$ cat src/rtl/imm_extend_pipe.sv
`default_nettype none
// ============================================================================
//  Module      : imm_extend_pipe
//  Description : Pipelined immediate extender. It sits between decode and
//                execute and supports the ARM rotated-immediate and
//                split-halfword forms. It also produces the shifter carry-out
//                and flags reserved extension modes. The datapath is an
//                elastic valid/ready pipeline of 1 or 2 register stages, with
//                flush support for branch redirects.
//  Revision    : 1.0  initial release
// ============================================================================
module imm_extend_pipe #(
    parameter int DATA_WIDTH = 32,
    parameter int PIPE_DEPTH = 2,
    parameter int TAG_WIDTH  = 5
) (
    input  logic                  clk,
    input  logic                  reset,
    input  logic                  flush,
    input  logic                  in_valid,
    output logic                  in_ready,
    input  logic [23:0]           Instr,
    input  logic [2:0]            ImmSrc,
    input  logic [TAG_WIDTH-1:0]  in_tag,
    output logic                  out_valid,
    input  logic                  out_ready,
    output logic [DATA_WIDTH-1:0] ExtImm,
    output logic                  imm_carry,
    output logic                  imm_carry_valid,
    output logic                  imm_illegal,
    output logic [TAG_WIDTH-1:0]  out_tag
);

    localparam logic [2:0] c_MODE_ZX8    = 3'b000;
    localparam logic [2:0] c_MODE_ZX12   = 3'b001;
    localparam logic [2:0] c_MODE_BRANCH = 3'b010;
    localparam logic [2:0] c_MODE_ROT    = 3'b011;
    localparam logic [2:0] c_MODE_HALF   = 3'b100;

    typedef struct packed {
        logic [DATA_WIDTH-1:0] ext;
        logic                  carry;
        logic                  carry_valid;
        logic                  illegal;
        logic [TAG_WIDTH-1:0]  tag;
    } payload_t;

    logic [31:0] w_rot_src;
    logic [5:0]  w_rot_amt;
    logic [31:0] w_rot_val;
    logic        w_rot_nonzero;
    payload_t    w_new;

    // 32-bit rotate-right of the 8-bit immediate by twice the rotate field.
    // A shift by 32 gives zero, so a rotate amount of 0 returns the source unchanged.
    always_comb begin
        w_rot_src     = {24'b0, Instr[7:0]};
        w_rot_amt     = {1'b0, Instr[11:8], 1'b0};
        w_rot_val     = (w_rot_src >> w_rot_amt) | (w_rot_src << (6'd32 - w_rot_amt));
        w_rot_nonzero = (Instr[11:8] != 4'd0);
    end

    // Decode the extension mode into the payload that enters the first stage.
    always_comb begin
        w_new     = '0;
        w_new.tag = in_tag;
        case (ImmSrc)
            c_MODE_ZX8:    w_new.ext[7:0]  = Instr[7:0];
            c_MODE_ZX12:   w_new.ext[11:0] = Instr[11:0];
            c_MODE_BRANCH: begin
                w_new.ext       = {DATA_WIDTH{Instr[23]}};
                w_new.ext[25:0] = {Instr, 2'b00};
            end
            c_MODE_ROT: begin
                w_new.ext[31:0]    = w_rot_val;
                w_new.carry_valid  = w_rot_nonzero;
                w_new.carry        = w_rot_nonzero & w_rot_val[31];
            end
            c_MODE_HALF:   w_new.ext[7:0]  = {Instr[11:8], Instr[3:0]};
            default:       w_new.illegal   = 1'b1;
        endcase
    end

    generate
        if (PIPE_DEPTH == 1) begin : g_depth1
            logic     s1_valid_q, s1_valid_d;
            payload_t s1_pay_q,   s1_pay_d;
            logic     w_s1_load;

            // The single stage loads when it is empty or the consumer takes its beat.
            always_comb begin
                w_s1_load  = !s1_valid_q | out_ready;
                s1_valid_d = s1_valid_q;
                s1_pay_d   = s1_pay_q;
                if (w_s1_load) begin
                    s1_valid_d = in_valid;
                    if (in_valid) begin
                        s1_pay_d = w_new;
                    end
                end
                if (flush) begin
                    s1_valid_d = 1'b0;
                end
            end

            // Stage register; reset also clears the visible payload.
            always_ff @(posedge clk) begin
                if (reset) begin
                    s1_valid_q <= 1'b0;
                    s1_pay_q   <= '0;
                end else begin
                    s1_valid_q <= s1_valid_d;
                    s1_pay_q   <= s1_pay_d;
                end
            end

            assign in_ready        = flush | w_s1_load;
            assign out_valid       = s1_valid_q;
            assign ExtImm          = s1_pay_q.ext;
            assign imm_carry       = s1_pay_q.carry;
            assign imm_carry_valid = s1_pay_q.carry_valid;
            assign imm_illegal     = s1_pay_q.illegal;
            assign out_tag         = s1_pay_q.tag;
        end else begin : g_depth2
            logic     s1_valid_q, s1_valid_d;
            logic     s2_valid_q, s2_valid_d;
            payload_t s1_pay_q,   s1_pay_d;
            payload_t s2_pay_q,   s2_pay_d;
            logic     w_s2_load;
            logic     w_s1_adv;
            logic     w_s1_load;

            // Each stage loads when it is empty or its downstream takes the beat.
            // in_ready therefore depends combinationally on out_ready.
            always_comb begin
                w_s2_load  = !s2_valid_q | out_ready;
                w_s1_adv   = s1_valid_q & w_s2_load;
                w_s1_load  = !s1_valid_q | w_s1_adv;

                s1_valid_d = s1_valid_q;
                s1_pay_d   = s1_pay_q;
                s2_valid_d = s2_valid_q;
                s2_pay_d   = s2_pay_q;

                if (w_s1_load) begin
                    s1_valid_d = in_valid;
                    if (in_valid) begin
                        s1_pay_d = w_new;
                    end
                end
                if (w_s2_load) begin
                    s2_valid_d = s1_valid_q;
                    if (s1_valid_q) begin
                        s2_pay_d = s1_pay_q;
                    end
                end
                if (flush) begin
                    s1_valid_d = 1'b0;
                    s2_valid_d = 1'b0;
                end
            end

            // Stage registers; reset also clears the visible payload.
            always_ff @(posedge clk) begin
                if (reset) begin
                    s1_valid_q <= 1'b0;
                    s2_valid_q <= 1'b0;
                    s1_pay_q   <= '0;
                    s2_pay_q   <= '0;
                end else begin
                    s1_valid_q <= s1_valid_d;
                    s2_valid_q <= s2_valid_d;
                    s1_pay_q   <= s1_pay_d;
                    s2_pay_q   <= s2_pay_d;
                end
            end

            assign in_ready        = flush | w_s1_load;
            assign out_valid       = s2_valid_q;
            assign ExtImm          = s2_pay_q.ext;
            assign imm_carry       = s2_pay_q.carry;
            assign imm_carry_valid = s2_pay_q.carry_valid;
            assign imm_illegal     = s2_pay_q.illegal;
            assign out_tag         = s2_pay_q.tag;
        end
    endgenerate

endmodule
`default_nettype wire

$ cat config.mk
export PLATFORM = sky130hd
export DESIGN_NAME = imm_extend_pipe
export DESIGN_NICKNAME = d
export VERILOG_FILES = /design/src/rtl/imm_extend_pipe.sv
export SDC_FILE = /design/constraint.sdc
export NUM_CORES = 1
export LEC_CHECK = 0
export CAP_MARGIN = 20
export CORE_AREA = 8 8 105 117
export DETAILED_ROUTE_END_ITERATION = 8
export DIE_AREA = 0 0 113 125
export DONT_BUFFER_PORTS = 1
export GPL_ROUTABILITY_DRIVEN = 0
export HOLD_SLACK_MARGIN = 0.1
export PLACE_DENSITY_LB_ADDON = 0.15
export SYNTH_ARGS = -nofsm -noshare
export SYNTH_HDL_FRONTEND = slang
export SYNTH_SLANG_ARGS = --single-unit
$ cat constraint.sdc
create_clock -name clk -period 5.9 [get_ports clk]
set_clock_uncertainty 0.2 [all_clocks]
set_input_delay 0.59 -clock clk [delete_from_list [all_inputs] [get_ports clk]]
set_output_delay 0.59 -clock clk [all_outputs]
set_load 0.05 [all_outputs]
==> flow_metrics.tcl, run 1 <==
set metrics [dict create \
    outcome "completed" \
    final_nets 526 \
    ys.flop_type "dfxtp_1" \
    crit_fanout 68 \
    p_comb_share_pct 8.9 \
    top_level_ports 79 \
    numCtsBuffers 9 \
    grt_pass1_vias 3449 \
    core_sq_um 10500 \
    ctsResizeCount 0 \
    dpl_cell_area_sq_um 4030 \
    antenna_found_initial 0 \
    setup_viol 0 \
    rr_startpoint "out_valid" \
    tritoncts "done" \
    dr.pass1.iters 6 \
    multi_input_comb_area_sq_um 2190 \
    seq_area_sq_um 1640 \
    min_delay_path_depth 1 \
    grt_max_degree 83 \
    power.share.clock_pct 46.6 \
    cts_hold_buffers 0 \
    min_to "out_tag[4]" \
    drt_iter0_drc 472 \
    yosysUniqueCellTypes 54 \
    netlist_top_cells_count "nand2_1 (113), a21oi_1 (84), dfxtp_1 (82), clkbuf_1 (30), nor3_1 (22)" \
    drt-total-wl_um 12000 \
    worst_slack_ns 3.45 \
    fillers 1127 \
    period_needed_ns 2.45 \
    powerDensity_nw_per_um2 294 \
    yosys.cell_count.top_type "nand2_1" \
    fmax_mhz 408 \
    yosysSeqAreaShare_pct 40.8 \
    leakagePower_nw 1.39 \
    route.vias.total 3752 \
    htree_levels 3 \
    fin_setup_tns_ns 0 \
    diodes 0 \
    die_area_sq_um 14100 \
    clkTransAtPathRegs_ns 0.06 \
    cp.arrival_ns 2.50 \
    worstHoldStart "reset" \
    cts.sinks 82 \
    synth_area_sq_um 4030 \
    die_w_um 113 \
    syn2layout_area_growth_pct 8.30 \
    syn_nets 551 \
    switchingPower_w 0.000301 \
    overflow 0 \
    synth_top_area_share_pct 40.8 \
    routedWlPerCell_um 19.5 \
    drc_errors 0 \
    root_buffer "clkbuf_16" \
    grtUsageTotal_pct 16.8 \
    seqPwrFrac_pct 44.5 \
    pre_cts_slack_ns 3.36 \
    max_cap_viol_count 0 \
    grt_pass1_wl_um 19200 \
    start_kind "flip-flop" \
    synthArstFlopShare_pct 0 \
    avgViaCountPerCell 6.08 \
    r2r_setup_slack_ns 3.45 \
    rsz0062_at_grt "no" \
    r2r_cells 6 \
    finalCritPeriodShare_pct 41.5 \
    row_count 40 \
    avgSynthCellArea_sq_um 7.85 \
    drv_slew 0 \
    crit_path_end_kind "flip-flop" \
    synth_area_leaders "dfxtp_1 (41%), nand2_1 (11%), a21oi_1 (10%), a222oi_1 (4.2%), a221oi_1 (2.8%)" \
    final_util_pct 41.5 \
    synth_seq_cells 82 \
    hp-class "in2reg" \
    maxSlewHeadroom_pct 50.8 \
    hold_viol 0 \
    design_area_sq_um 4360 \
    layout.cells.non_filler 617 \
    cp_data_required_time_ns 5.95 \
    ys_warn_count 0 \
    numPortBuffers 0 \
    synth_edf_count 0 \
    crit_type "reg2reg" \
    peakVddDrop_uv 103 \
    place_hpwl_um 8340 \
    drive_gt1_share_pct 5.91 \
    ant_nets 0 \
    intPower_w 0.000979 \
    tightest_slew_ns 0.739 \
    initial_core_util_pct 38.3 \
    clock_latency_ns 0.34 \
    p_sw_share_pct 23.5 \
    die_y_um 125 \
    post_cts_buffers 0 \
    dp.cells 601 \
    synth_cells 513 \
    reg2reg_to "g_depth2.s1_pay_q[11]" \
    cts_buffer_depth 2 \
    synth_top_area_cell "dfxtp_1" \
]
[worst max path at each step]
stage                                  to  startpoint
global placement    g_depth2.s1_pay_q[14]    Instr[8]
CTS                 g_depth2.s1_pay_q[11]   out_valid
global route        g_depth2.s1_pay_q[11]   out_valid
floorplan           g_depth2.s1_pay_q[14]    Instr[8]
detailed placement  g_depth2.s1_pay_q[33]    Instr[8]
finish              g_depth2.s1_pay_q[11]   out_valid
[cell families after synthesis]
family          Yosys count  share of synthesized area, %
fa+ha+maj                 1                         0.311
flops                    82                          40.8
compound gates          169                          27.2
mux                       8                          2.05
xor+xnor                  3                          1.12
simple gates            205                          23.5
buf+inv                  45                          5.00
[layout by cell type (no fill, tap or decap), types with 10 or more instances in the layout]
master | netlist | final
a22oi_1 | 13 | 13
a21oi_1 | 84 | 84
nor2b_1 | 11 | 10
nor3_1 | 22 | 22
a222oi_1 | 17 | 17
nand2_1 | 113 | 112
nor2_1 | 21 | 21
dfxtp_1 | 82 | 82
o21ai_0 | 10 | 10
a221oi_1 | 13 | 13
[metal layers]
metal	track usage [%]	wire length, um
met5	0	0
met4	7.30	280
met3	5.44	1120
met2	25.4	5490
met1	21.5	5150
[registers in the layout (all words and copies together), names as in the netlist]
| signal | flops |
|---|---|
| ExtImm | 32 |
| g_depth2.s1_valid_q | 1 |
| imm_illegal | 1 |
| imm_carry_valid | 1 |
| out_tag | 5 |
| g_depth2.s1_pay_q | 40 |
| imm_carry | 1 |
| out_valid | 1 |
[power by group through the flow]
stage	Clock [W]	Sequential, W	Combinational, W
2_1_floorplan	0	0.000580	0.000104
3_3_place_gp	0	0.000582	0.000110
3_5_place_dp	0	0.000582	0.000111
4_1_cts	0.000607	0.000570	0.000111
5_1_grt	0.000635	0.000570	0.000126
6_report	0.000596	0.000570	0.000114
[area by class of cell]
class                   instances  share of cell area, %
clock buffers                  11                   5.57
clock inverters                 3                   1.49
inverters                       2                  0.172
multi-input cells             386                   50.2
flip-flops and latches         82                   37.6
well taps                     126                   3.62
repair buffers                  7                   1.32
[metrics by stage]
step,hold WS (ns),total power (W)
floorplan,0.225,0.000685
global placement,0.230,0.000692
detailed placement,0.238,0.000692
CTS,0.109,0.00129
global route,0.100,0.00133
finish,0.112,0.00128
[worst max-delay path, stage by stage (launching register included)]
cell      delay (ns)
dfxtp_1         0.65
nand3b_1        0.20
nand2_2         0.11
buf_4           0.54
a222oi_1        0.23
nor3b_1         0.19
a221oi_1        0.23
(Power assumes the default switching activity.)
==> run 2, diff against run 1 <==
--- a/config.mk
+++ b/config.mk
@@ -5,10 +5,11 @@
 export SDC_FILE = /design/constraint.sdc
 export NUM_CORES = 1
 export LEC_CHECK = 0
+export ABC_AREA = 1
 export CAP_MARGIN = 20
-export CORE_AREA = 8 8 105 117
+export CORE_AREA = 8 8 106 118
 export DETAILED_ROUTE_END_ITERATION = 8
-export DIE_AREA = 0 0 113 125
+export DIE_AREA = 0 0 114 126
 export DONT_BUFFER_PORTS = 1
 export GPL_ROUTABILITY_DRIVEN = 0
 export HOLD_SLACK_MARGIN = 0.1
==> constraint.sdc (replaced) <==
create_clock -name clk -period 2.5 [get_ports clk]
set_clock_uncertainty 0.2 [all_clocks]
set_input_delay 0.25 -clock clk [delete_from_list [all_inputs] [get_ports clk]]
set_output_delay 0.25 -clock clk [all_outputs]
set_load 0.05 [all_outputs]
==> flow_metrics.tcl, run 2 <==
set metrics [dict create \
    grt_pass1_wl_um 20000 \
    synth_seq_cells 82 \
    synthArstFlopShare_pct 0 \
    design_area_sq_um 4960 \
    route.vias.total 4124 \
    root_buffer "clkbuf_16" \
    grt_pass1_vias 4097 \
    antenna_found_initial 1 \
    syn_nets 678 \
    netlist_top_cells_count "nand2_1 (221), nor2_1 (112), dfxtp_1 (82), o21ai_0 (54), nand3_1 (48)" \
    top_level_ports 79 \
    p_sw_share_pct 26.7 \
    peakVddDrop_uv 276 \
    yosysSeqAreaShare_pct 40.1 \
    finalCritPeriodShare_pct 94.6 \
    die_y_um 126 \
    cp_data_required_time_ns 2.57 \
    htree_levels 3 \
    synth_area_sq_um 4090 \
    post_cts_buffers 0 \
    start_kind "input pin" \
    avgSynthCellArea_sq_um 6.40 \
    row_count 40 \
    grt_max_degree 42 \
    layout_commonest_cell "nand2_1" \
    ys_warn_count 0 \
    crit_path_end_kind "flip-flop" \
    powerDensity_nw_per_um2 686 \
    synth_top_area_share_pct 40.1 \
    seqPwrFrac_pct 44.3 \
    dr.pass1.iters 5 \
    total_power_w 0.00340 \
    overflow 0 \
    die_w_um 114 \
    drt-total-wl_um 12100 \
    fin_setup_tns_ns 0 \
    clock_latency_ns 0.33 \
    rsz0062_at_grt "no" \
    fmax_mhz 423 \
    crit_fanout 18 \
    power.share.clock_pct 43.3 \
    final_util_pct 46.7 \
    ant_nets 0 \
    tritoncts "done" \
    hp-class "in2reg" \
    yosysUniqueCellTypes 27 \
    regMostFlops "g_depth2.s1_pay_q" \
    drv_slew 0 \
    intPower_w 0.00249 \
    period_needed_ns 2.37 \
    avgViaCountPerCell 5.04 \
    core_sq_um 10600 \
    numPortBuffers 0 \
    clkTransAtPathRegs_ns 0.06 \
    synth_area_leaders "dfxtp_1 (40%), nand2_1 (20%), nor2_1 (10%), o21ai_0 (6.6%), nand3_1 (5.9%)" \
    largest_reg_flops 40 \
    syn2layout_area_growth_pct 21.1 \
    cts.sinks 82 \
    crit_type "in2reg" \
    layout_common_cells "nand2_1 (221), nor2_1 (112), dfxtp_1 (82)" \
    ys.flop_type "dfxtp_1" \
    cp.arrival_ns 2.43 \
    max_cap_viol_count 0 \
    hold_viol 0 \
    outcome "completed" \
    cts_buffer_depth 2 \
    setup_viol 0 \
    place_hpwl_um 8660 \
    initial_core_util_pct 38.6 \
    die_area_sq_um 14400 \
    leakagePower_nw 2.09 \
    switchingPower_w 0.000910 \
    tightest_slew_ns 0.600 \
    maxSlewHeadroom_pct 59.9 \
    drc_errors 0 \
    synth_edf_count 0 \
    grtUsageTotal_pct 17.1 \
    p_comb_share_pct 12.4 \
    numCtsBuffers 9 \
    final_nets 704 \
    synth_cells 640 \
    synth_top_area_cell "dfxtp_1" \
    drt_iter0_drc 234 \
    drive_gt1_share_pct 7.90 \
    routedWlPerCell_um 14.7 \
    yosys.cell_count.top_type "nand2_1" \
    dpl_cell_area_sq_um 4190 \
]
-- run 2: per-layer routing --
layer	vias to the layer above	GRT usage, %	wire length (um)
met4	0	9.33	441
met1	1873	20.3	5220
li1	2090	-	-
met2	133	27.8	5630
met5	-	0	0
met3	28	4.25	797
-- run 2: cells by family after synthesis --
logic type	after synthesis	synth area share [%]
AO/OA/AOI/OAI	95	12.7
adder cells (fa/ha/maj)	1	0.306
buffers and inverters	60	6.30
flip-flops	82	40.1
AND/OR/NAND/NOR	402	40.6
-- run 2: what timing repair did --
item                                    4_1_cts  5_1_grt
endpoints found under the setup margin        0        2
hold endpoints to repair                     41        0
hold buffers                                 41        0
gates resized for setup                       0        3
-- run 2: power by group through the flow --
stage	logic (W)	registers (W)	clock network, W
floorplan	0.000287	0.00153	0
detailed placement	0.000345	0.00154	0
global route	0.000478	0.00151	0.00157
global placement	0.000346	0.00154	0
finish	0.000421	0.00151	0.00147
CTS	0.000414	0.00151	0.00152
-- run 2: cell type report --
type / count / area (sq um)
Antenna cell: 1 / 2.50
Clock buffer: 11 / 233
Clock inverter: 5 / 103
Fill cell: 1138 / 5650
Inverter: 26 / 101
Multi-Input combinational cell: 498 / 2200
Sequential cell: 82 / 1640
Tap cell: 147 / 184
Timing Repair Buffer: 49 / 497
-- run 2: stage by stage --
| stage | setup slack [ns] | hold WS, ns | std cells |
|---|---|---|---|
| detailed placement | 0.279 | 0.125 | 761 |
| floorplan | 0.639 | 0.206 | 640 |
| finish | 0.135 | 0.109 | 819 |
| CTS | 0.124 | 0.100 | 818 |
| global route | 0.0202 | 0.124 | 819 |
| global placement | 0.314 | 0.122 | 761 |
-- run 2: path summary, 6_finish.rpt --
| check | start | end | slack [ns] | cells after the start |
|---|---|---|---|---|
| hold reg to reg | g_depth2.s1_pay_q[31] | g_depth2.s1_pay_q[31] | 0.26 | 2 |
| setup / recovery | ImmSrc[2] | g_depth2.s1_pay_q[11] | 0.13 | 9 |
| setup reg to reg | out_valid | g_depth2.s1_pay_q[22] | 0.42 | 7 |
| hold / removal | ImmSrc[1] | g_depth2.s1_pay_q[6] | 0.11 | 4 |
-- run 2: worst max-delay path: stages --
cell and delay (ns):
dlygate4sd3_1 0.59, nor2_4 0.22, nand2_4 0.14, nor2_8 0.28, nand2_1 0.15, nand3_1 0.09
dlygate4sd3_1 0.54, nand2_1 0.05, a21oi_1 0.11
